===== src/rtl/bcd_seg7_converter.sv =====
// -----------------------------------------------------------------------------
// bcd_seg7_converter
//
// Sequential binary-to-decimal display driver. A WIDTH-bit value (signed or
// unsigned) is converted to BCD with an iterative shift-and-add-3
// (double-dabble) engine, one bit per clock, and the result is shown on DIGITS
// active-low seven-segment digits plus a separate minus-sign segment.
//
// Parameters
//   WIDTH    : input value width, 2..16
//   DIGITS   : displayed decimal digits, 1..6
//   SIGNED   : 1 = val is two's complement, 0 = unsigned (sign never lit)
//   BLANK_LZ : 1 = blank leading zeros (digit 0 always shown)
//
// Ports
//   clk           : system clock, rising edge
//   rst           : synchronous active-low reset
//   start         : conversion request, only looked at while idle
//   val           : value to convert, captured on the accepting edge only
//   busy          : conversion in progress
//   done          : one-cycle pulse, display outputs updated this cycle
//   overflow      : last magnitude did not fit in DIGITS decimal digits
//   seg7_neg_sign : minus-sign segment pattern
//   seg7_digits   : digit patterns, [6:0] = ones, [13:7] = tens, ...
// -----------------------------------------------------------------------------
module bcd_seg7_converter #(
    parameter int WIDTH    = 8,
    parameter int DIGITS   = 3,
    parameter int SIGNED   = 1,
    parameter int BLANK_LZ = 1
) (
    input  logic                  clk,
    input  logic                  rst,
    input  logic                  start,
    input  logic [WIDTH-1:0]      val,
    output logic                  busy,
    output logic                  done,
    output logic                  overflow,
    output logic [6:0]            seg7_neg_sign,
    output logic [7*DIGITS-1:0]   seg7_digits
);

    // Internal BCD digits: enough for any WIDTH-bit magnitude.
    localparam int NB    = WIDTH / 3 + 1;
    // Working width that covers both the BCD digits and the displayed digits.
    localparam int EXT   = (NB > DIGITS) ? NB : DIGITS;
    localparam int CNT_W = $clog2(WIDTH + 1);

    localparam logic [CNT_W-1:0] CNT_LOAD = CNT_W'(WIDTH);
    localparam logic [CNT_W-1:0] CNT_ONE  = CNT_W'(1);
    localparam logic [WIDTH-1:0] ONE_W    = WIDTH'(1);

    localparam logic [6:0] SEG_BLANK = 7'h7F;
    localparam logic [6:0] SIGN_ON   = 7'h3F;   // only segment g lit
    localparam logic [6:0] SIGN_OFF  = 7'h7F;

    typedef enum logic [0:0] {
        IDLE = 1'b0,
        CONV = 1'b1
    } state_t;

    // Active-low digit decoder, bit0 = a ... bit6 = g. Non-decimal codes blank.
    function automatic logic [6:0] seven_segment(input logic [3:0] d);
        logic [6:0] s;
        case (d)
            4'd0:    s = 7'h40;
            4'd1:    s = 7'h79;
            4'd2:    s = 7'h24;
            4'd3:    s = 7'h30;
            4'd4:    s = 7'h19;
            4'd5:    s = 7'h12;
            4'd6:    s = 7'h02;
            4'd7:    s = 7'h78;
            4'd8:    s = 7'h00;
            4'd9:    s = 7'h10;
            default: s = SEG_BLANK;
        endcase
        return s;
    endfunction

    // Minus-sign segment pattern.
    function automatic logic [6:0] seven_segment_negative(input logic neg);
        logic [6:0] s;
        if (neg) begin
            s = SIGN_ON;
        end else begin
            s = SIGN_OFF;
        end
        return s;
    endfunction

    // Display pattern for a value of zero: "0" in digit 0, others blank or "0".
    function automatic logic [7*DIGITS-1:0] reset_digits();
        logic [7*DIGITS-1:0] r;
        r = {(7*DIGITS){1'b0}};
        for (int k = 0; k < DIGITS; k++) begin
            if (k == 0 || BLANK_LZ == 0) begin
                r[7*k +: 7] = seven_segment(4'd0);
            end else begin
                r[7*k +: 7] = SEG_BLANK;
            end
        end
        return r;
    endfunction

    localparam logic [7*DIGITS-1:0] RST_DIGITS = reset_digits();

    state_t              state_r;
    state_t              state_nxt_s;
    logic [CNT_W-1:0]    cnt_r;
    logic [WIDTH-1:0]    mag_r;
    logic [4*NB-1:0]     bcd_r;
    logic                neg_pend_r;
    logic                busy_r;
    logic                done_r;
    logic                ovf_r;
    logic [6:0]          neg_sign_r;
    logic [7*DIGITS-1:0] digits_r;

    logic                accept_s;
    logic                last_s;
    logic [WIDTH-1:0]    mag_in_s;
    logic                neg_in_s;
    logic [4*NB-1:0]     bcd_adj_s;
    logic [4*NB-1:0]     bcd_shift_s;
    logic [WIDTH-1:0]    mag_shift_s;
    logic [4*EXT-1:0]    bcd_ext_s;
    logic                ovf_s;
    logic                nz_above_s;
    logic                neg_s;
    logic [7*DIGITS-1:0] digits_s;

    // Next-state logic: accept in IDLE, leave CONV on the last shift.
    always_comb begin
        state_nxt_s = state_r;
        accept_s    = 1'b0;
        last_s      = 1'b0;
        case (state_r)
            IDLE: begin
                if (start) begin
                    state_nxt_s = CONV;
                    accept_s    = 1'b1;
                end else begin
                    state_nxt_s = IDLE;
                end
            end
            CONV: begin
                if (cnt_r == CNT_ONE) begin
                    state_nxt_s = IDLE;
                    last_s      = 1'b1;
                end else begin
                    state_nxt_s = CONV;
                end
            end
            default: begin
                state_nxt_s = IDLE;
            end
        endcase
    end

    // Input capture: magnitude and pending sign of the incoming value.
    always_comb begin
        neg_in_s = 1'b0;
        mag_in_s = val;
        if ((SIGNED != 0) && val[WIDTH-1]) begin
            // Negation in WIDTH bits; the most negative value wraps onto
            // 2^(WIDTH-1), which is its correct unsigned magnitude.
            neg_in_s = 1'b1;
            mag_in_s = (~val) + ONE_W;
        end else begin
            neg_in_s = 1'b0;
            mag_in_s = val;
        end
    end

    // One double-dabble step: add 3 to nibbles >= 5, then shift {bcd, mag}.
    always_comb begin
        bcd_adj_s = bcd_r;
        for (int i = 0; i < NB; i++) begin
            if (bcd_r[4*i +: 4] >= 4'd5) begin
                bcd_adj_s[4*i +: 4] = bcd_r[4*i +: 4] + 4'd3;
            end else begin
                bcd_adj_s[4*i +: 4] = bcd_r[4*i +: 4];
            end
        end
        bcd_shift_s = {bcd_adj_s[4*NB-2:0], mag_r[WIDTH-1]};
        mag_shift_s = {mag_r[WIDTH-2:0], 1'b0};
    end

    // Display image of the post-shift BCD: overflow, sign and digit patterns.
    always_comb begin
        bcd_ext_s             = {(4*EXT){1'b0}};
        bcd_ext_s[4*NB-1:0]   = bcd_shift_s;
        // A carry out of the top nibble cannot occur for a WIDTH-bit
        // magnitude, but it would mean the value did not fit, so fold it in.
        ovf_s = bcd_adj_s[4*NB-1];
        for (int i = 0; i < EXT; i++) begin
            if (i >= DIGITS && bcd_ext_s[4*i +: 4] != 4'd0) begin
                ovf_s = 1'b1;
            end else begin
                ovf_s = ovf_s;
            end
        end
        // Walk from the most significant displayed digit down so each digit
        // knows whether anything nonzero sits at or above it.
        nz_above_s = 1'b0;
        digits_s   = {(7*DIGITS){1'b0}};
        for (int k = DIGITS - 1; k >= 0; k--) begin
            if (bcd_ext_s[4*k +: 4] != 4'd0) begin
                nz_above_s = 1'b1;
            end else begin
                nz_above_s = nz_above_s;
            end
            if (ovf_s) begin
                digits_s[7*k +: 7] = seven_segment(4'd9);
            end else if (BLANK_LZ != 0 && k > 0 && !nz_above_s) begin
                digits_s[7*k +: 7] = SEG_BLANK;
            end else begin
                digits_s[7*k +: 7] = seven_segment(bcd_ext_s[4*k +: 4]);
            end
        end
        // Minus zero is shown without a sign.
        neg_s = neg_pend_r & (bcd_shift_s != {(4*NB){1'b0}});
    end

    // State, conversion datapath and display registers.
    always_ff @(posedge clk) begin
        if (!rst) begin
            state_r    <= IDLE;
            cnt_r      <= {CNT_W{1'b0}};
            mag_r      <= {WIDTH{1'b0}};
            bcd_r      <= {(4*NB){1'b0}};
            neg_pend_r <= 1'b0;
            busy_r     <= 1'b0;
            done_r     <= 1'b0;
            ovf_r      <= 1'b0;
            neg_sign_r <= SIGN_OFF;
            digits_r   <= RST_DIGITS;
        end else begin
            state_r <= state_nxt_s;
            busy_r  <= (state_nxt_s == CONV);
            done_r  <= last_s;
            if (accept_s) begin
                mag_r      <= mag_in_s;
                neg_pend_r <= neg_in_s;
                bcd_r      <= {(4*NB){1'b0}};
                cnt_r      <= CNT_LOAD;
            end else if (state_r == CONV) begin
                mag_r      <= mag_shift_s;
                bcd_r      <= bcd_shift_s;
                cnt_r      <= cnt_r - CNT_ONE;
                neg_pend_r <= neg_pend_r;
            end else begin
                mag_r      <= mag_r;
                bcd_r      <= bcd_r;
                cnt_r      <= cnt_r;
                neg_pend_r <= neg_pend_r;
            end
            if (last_s) begin
                ovf_r      <= ovf_s;
                neg_sign_r <= seven_segment_negative(neg_s);
                digits_r   <= digits_s;
            end else begin
                ovf_r      <= ovf_r;
                neg_sign_r <= neg_sign_r;
                digits_r   <= digits_r;
            end
        end
    end

    assign busy          = busy_r;
    assign done          = done_r;
    assign overflow      = ovf_r;
    assign seg7_neg_sign = neg_sign_r;
    assign seg7_digits   = digits_r;

endmodule

===== config.mk =====
export PLATFORM = sky130hd
export DESIGN_NAME = bcd_seg7_converter
export DESIGN_NICKNAME = d
export VERILOG_FILES = /design/src/rtl/bcd_seg7_converter.sv
export SDC_FILE = /design/constraint.sdc
export NUM_CORES = 1
export LEC_CHECK = 0
export BUFFER_PORTS_ARGS = -buffer_cell sky130_fd_sc_hd__buf_4
export CAP_MARGIN = 15
export CORE_MARGIN = 3
export CORE_UTILIZATION = 62
export CTS_CLUSTER_SIZE = 16
export DETAILED_ROUTE_END_ITERATION = 10
export GPL_ROUTABILITY_DRIVEN = 0
export GPL_TIMING_DRIVEN = 0
export PLACE_DENSITY = 0.92
export SLEW_MARGIN = 20
export SYNTH_ARGS = -nofsm -noshare
export SYNTH_HDL_FRONTEND = slang
export SYNTH_SLANG_ARGS = --single-unit

===== constraint.sdc =====
create_clock -name clk -period 4.12 [get_ports clk]
set_clock_uncertainty 0.05 [all_clocks]
set_input_delay 0.206 -clock clk [delete_from_list [all_inputs] [get_ports clk]]
set_output_delay 0.206 -clock clk [all_outputs]
set_load 0.1 [all_outputs]

# Yosys cells after proc, flatten, opt, wreduce, memory -nomap -nowiden

Memory sizes are Yosys's and may differ from the RTL's.
Cells that the tools add are included.

Flip-flop bits (word level): 56
Bits in read-only memories: 336
Input port bits: 11
Output and inout port bits: 31
Word-level logic and storage cells: 54
Memories kept: 3

Memory list:

| memory           | words | width | read ports | clocked after memory_dff | write ports | RTL line | source |
|---|---|---|---|---|---|---|---|
| (name not given) | 16    | 7     | 1          | 0                        | 0           | 65       | `case (d)` |
| (name not given) | 16    | 7     | 1          | 0                        | 0           | 65       |  |
| (name not given) | 16    | 7     | 1          | 0                        | 0           | 65       |  |

Add/sub/neg operators: 5
Magnitude comparators: 3
Equal/unequal tests: 1
Mux-type cells: 23
Bitwise operators: 4
Reduce and logical (&&, ||, !) cells: 5

Operators by type and width:

| cell                                                                   | number |
|---|---|
| 7-bit 2-to-1 mux                                                       | 6 |
| 8-bit 2-to-1 mux                                                       | 3 |
| 4-bit 2-to-1 mux                                                       | 5 |
| 4-bit by 2-bit adder with 4-bit output (second input constant)         | 3 |
| 4-bit by 3-bit >= comparator with 1-bit output (second input constant) | 3 |
| 12-bit nonzero test                                                    | 1 |
| 8-bit by 1-bit adder with 8-bit output (second input constant)         | 1 |
| 1-bit 2-to-1 mux                                                       | 8 |
| 8-bit NOT                                                              | 1 |
| 4-bit nonzero test                                                     | 2 |
| 4-bit by 1-bit == test with 1-bit output (second input constant)       | 1 |
| 4-bit by 1-bit subtractor with 4-bit output (second input constant)    | 1 |
| 1-bit NOT                                                              | 2 |
| 1-bit case mux with 2 select lines                                     | 1 |
| 2-bit nonzero test                                                     | 1 |
| 2-bit OR reduction                                                     | 1 |
| 1-bit bitwise AND                                                      | 1 |

# Logic depth before layout (Yosys ltp)

Word-level depth: 7
Depth in mapped cells: 12
Mapped depth without buffers: 12

# Least setup slack after synthesis

Ideal clock, no wire load.

Path type: reg-to-reg
From: register bcd_r[8]
To: register digits_r[9] (netlist: seg7_digits[9])
Library setup time: 79 ps
Arrival: 2571 ps
Required time: 3991 ps
Slack: 1420 ps
Cell stages (with the launch flop): 13
Buffers on the path: 0
Period minus slack after synthesis: 2700 ps
Cells stage by stage: dfxtp_1 -> inv_1 -> ha_1 -> nand2b_1 -> a21oi_1 -> xnor2_1 -> ha_1 -> inv_1 -> a211oi_1 -> o2111ai_1 -> a21boi_1 -> a21boi_0 -> o211ai_1

Longest elaborated chain between the ends: 7
Elaborated cells on any way between the ends: 8
Classes of those cells: add/sub: 1; order compare: 1; mux: 5; reduce/logical: 1

RTL lines:

| what                                                                                                            | RTL line | source |
|---|---|---|
| from (decl)                                                                                                     | 112      | `logic [4*NB-1:0] bcd_r;` |
| from (signal assigned)                                                                                          | 232      | `bcd_r <= {(4*NB){1'b0}};` |
| from (signal assigned)                                                                                          | 246      | `bcd_r <= {(4*NB){1'b0}};` |
| from (signal assigned)                                                                                          | 250      | `bcd_r <= bcd_shift_s;` |
| 4-bit by 2-bit adder with 4-bit output / 4-bit by 3-bit >= comparator with 1-bit output (equally long branches) | 181, 180 |  |
| 4-bit 2-to-1 mux *                                                                                              | 180      | `if (bcd_r[4*i +: 4] >= 4'd5) begin` |
| 4-bit nonzero test                                                                                              | 209      | `if (bcd_ext_s[4*k +: 4] != 4'd0) begin` |
| 1-bit 2-to-1 mux (2 in series)                                                                                  | 209      |  |
| 7-bit 2-to-1 mux                                                                                                | 216      | `end else if (BLANK_LZ != 0 && k > 0 && !nz_above_s) begin` |
| 7-bit 2-to-1 mux *                                                                                              | 214      | `if (ovf_s) begin` |
| to (signal assigned)                                                                                            | 262      | `digits_r <= digits_s;` |
| to (signal assigned)                                                                                            | 266      | `digits_r <= digits_r;` |
| to (decl)                                                                                                       | 118      | `logic [7*DIGITS-1:0] digits_r;` |

Mark *: on every way between the ends. The rest lies on a longest branch, timed or not.
A chain may end at the register's enable or synchronous reset.

# Final worst setup path

From: register bcd_r[5]
To: register digits_r[9] (netlist: seg7_digits[9])

Longest elaborated chain between the ends: 7
Elaborated cells on any way between the ends: 10
Classes of those cells: add/sub: 1; order compare: 1; mux: 5; reduce/logical: 2; memory: 1

RTL lines:

| what                                                                                                            | RTL line |
|---|---|
| 4-bit by 2-bit adder with 4-bit output / 4-bit by 3-bit >= comparator with 1-bit output (equally long branches) | 181, 180 |
| 4-bit 2-to-1 mux *                                                                                              | 180 |
| branches (longest 3 deep; another with memory 16 x 7 bit)                                                       | -- |
| 7-bit 2-to-1 mux *                                                                                              | 216 |
| 7-bit 2-to-1 mux *                                                                                              | 214 |

Every way passes the cells marked *.

==> out/results.txt <==
Outcome -> finished, final reports clean
Worst R2R Start -> bcd_r[5]
DRT iter0 DRCs -> 302
Total routed wirelength -> 7450 um
Total internal power -> 0.739 mW
Worst skew pair latency -> 0.31 ns
Endpoints failing hold -> 0
Worst Tran Pin Value -> 0.750 ns
Seq/Total Area, Yosys -> 32.7%
Setup tns final -> 0 ns
Logic pwr share -> 27.2%
Share of cells above drive strength 1 -> 13.5%
Clock tree from TritonCTS -> done
CTS Buffer Depth -> 2
Final std cells w/o fill -> 510
Vias in the first global route -> 2,831
Synth cell types -> 55
Clock root buffer -> clkbuf_8
Starting density of the core -> 67.2%
PostCTS Resize Cnt -> 0
Relative max-transition margin -> 49.9%
Hold Buf Count CTS -> 0
Die width -> 76.3 um
Initial antenna violation count -> 0
Max-slew violation count -> 0
Largest net degree at the start of global routing -> 16
Async S/R FF share, synth -> 0%
Peak Freq -> 284 MHz
Core region area -> 4560 sq um
I/O Pins -> 42
Simple-gate share of the synthesized area -> 21.6%
Adder-cell area share of the yosys netlist -> 7.27%
H-tree depth -> 2
Footprint of the multi-input gates -> 1870 sq um
Largest family of logic cells by synthesized area -> compound AO/OA/AOI/OAI gates
Area Growth Syn to Fin -> 14.4%
# DRC -> 0
Yosys warning count -> 0
Post-CTS Setup Inserts -> 0
Synthesized flop and latch total -> 50
Post-synth top area cell -> dfxtp_1
CP arrival -> 3.71 ns
Fin crit period -> 3.52 ns
# nets final -> 472
GRT Total Usage -> 26.1%
Mapped Cells -> 399
MaxCap Viol Count -> 0
Hold Path Cell Cnt -> 2
Number of synthesized flops with an enable pin -> 0
Synth top area cells -> dfxtp_1, ha_1, nand2_1
CP endpoint kind -> flop
Net Sw Frac -> 35.1%
PD cells -> 325 nW/um^2
CP Max Fanout -> 8
Post-synth top area share -> 32.7%
Mean post-synth cell area -> 7.68 sq um
Vias -> 3,013
Clock power frac -> 27.4%
Unrepaired setup endpoints after global routing -> no
Clk slew on worst S/H paths -> 0.10 ns
Worst Hold End -> done
Filler cells -> 343
Routed wire per std cell -> 14.6 um
Final worst path period share -> 85.4%
Post-Synth XOR/XNOR Area -> 4.00%
DR vias/cell -> 5.91
Overall power -> 1.14 mW
Die height -> 76.3 um
Reg2reg path depth -> 12
Sequential Power Share -> 45.5%
CP required -> 4.31 ns
Number of diodes -> 0
Inserted Clock Buffers -> 5
Cell area after synthesis -> 3070 sq um
Maximum VDD drop -> 0.000230 V
Number of core rows -> 24
Setup violators final -> 0
Grt total ovfl -> 0
Startpoint Class -> flop
Prevailing post-synth register cell -> dfxtp_1
Switching power -> 0.400 mW
DP HPWL -> 5350 um
First-pass DRT Iterations -> 5
Hold path startpoint -> rst
Placed Cells -> 502
Reg area -> 1000 sq um
Leak pwr -> 1.48 nW
Synth Area in Compound Gates -> 23.8%
Area of the die -> 5820 sq um
Global-route wire length before repair -> 12,700 um
Setup Crit Path Kind -> flop to flop
Mux cell area share after synthesis -> 3.67%
Clock Sinks -> 50
Synth cell count leaders -> dfxtp_1, nand2_1, nor2_1, a21oi_1, o21ai_0
Flop2flop setup slack -> 0.60 ns
Type of the most critical hold path -> primary input to flop
Port bufs -> 33
Reg2Reg Capture Point -> seg7_digits[9]
DRT antenna net count -> 0
through the flow:
| step | hold slack, ns | util [%] | setup slack [ns] | area, sq um |
|---|---|---|---|---|
| CTS | 0.121 | 76.9 | 0.714 | 3510 |
| floorplan | 0.300 | - | 1.42 | 3080 |
| finish | 0.122 | 76.9 | 0.600 | 3510 |
| detailed placement | 0.395 | 74.8 | 0.752 | 3410 |
| global route | 0.131 | 76.9 | 0.361 | 3510 |
| global placement | 0.389 | 74.8 | 0.859 | 3410 |
sequential cells by signal, summed over array words and instances, names as in the netlist:
signal,count
bcd_r,12
busy,1
cnt_r,4
done,1
mag_r,8
neg_pend_r,1
overflow,1
seg7_digits,21
seg7_neg_sign,1
worst max path at each step:
| stage | start | end | cells after the start |
|---|---|---|---|
| detailed placement | bcd_r[4] | seg7_digits[12] | 12 |
| CTS | bcd_r[4] | seg7_digits[12] | 12 |
| global route | bcd_r[5] | seg7_digits[9] | 12 |
| global placement | bcd_r[4] | seg7_digits[9] | 12 |
| floorplan | bcd_r[8] | seg7_digits[9] | 12 |
| finish | bcd_r[5] | seg7_digits[9] | 12 |
critical path: stages (launching register included):
cell and delay [ns]:
dfxtp_1 0.37, inv_1 0.11, ha_1 0.30, nor2b_1 0.30, nor3_1 0.10, a21oi_1 0.45
ha_1 0.33, inv_1 0.07, a211oi_1 0.46, o2111ai_1 0.31, a21boi_1 0.26, a21boi_0 0.16
o211ai_1 0.17
cell usage in the layout (no fill, tap or decap), types with 2 or more instances in the layout:
master,synthesis,final
a211o_1,2,2
a211oi_1,17,17
a21boi_0,4,4
a21o_1,4,4
a21oi_1,25,25
a31o_1,2,2
a31oi_1,2,2
and2_1,2,2
buf_1,4,4
buf_2,2,2
buf_4,6,39
clkbuf_1,19,19
clkbuf_8,0,6
conb_1,1,6
dfxtp_1,50,50
ha_1,17,17
inv_1,17,17
mux2_2,2,2
mux2i_1,9,9
nand2_1,50,50
nand2b_1,6,6
nand3_1,14,14
nor2_1,41,41
nor2b_1,10,10
nor3_1,8,8
nor3b_1,2,2
o211ai_1,8,8
o21a_1,4,4
o21ai_0,25,25
o21ai_1,3,3
o22ai_1,3,3
o31ai_1,3,3
or2_2,2,2
xnor2_1,8,8
xor2_1,6,6
logic make-up after synthesis:
logic type,Yosys count
AO/OA/AOI/OAI,112
XOR/XNOR,14
adder cells (fa/ha/maj),18
buffers and inverters,50
flip-flops,50
multiplexers,11
other,1
AND/OR/NAND/NOR,143
power groups by stage:
| stage | registers [mW] | logic, mW | clock network [mW] |
|---|---|---|---|
| 2_1_floorplan | 0.567 | 0.200 | 0 |
| 3_3_place_gp | 0.528 | 0.293 | 0 |
| 3_5_place_dp | 0.529 | 0.302 | 0 |
| 4_1_cts | 0.518 | 0.304 | 0.309 |
| 5_1_grt | 0.521 | 0.337 | 0.327 |
| 6_report | 0.518 | 0.309 | 0.312 |
layout make-up:
class,count,share of cell area (%)
Multi-Input combinational cell,304,53.3
Sequential cell,50,28.5
Timing Repair Buffer,33,7.06
Buffer,32,4.17
Clock buffer,6,2.35
Tap cell,65,2.32
Inverter,18,1.93
Clock inverter,2,0.357
per-layer routing:
layer | vias to the layer above | global-route usage [%] | share of wire (%)
li1 | 1457 | - | -
met1 | 1412 | 33.0 | 44
met2 | 123 | 42.8 | 48
met3 | 21 | 6.03 | 7.0
met4 | 0 | 10.9 | 1.9
met5 | - | 0 | 0
Note: power is estimated with default switching activity, not from simulation.
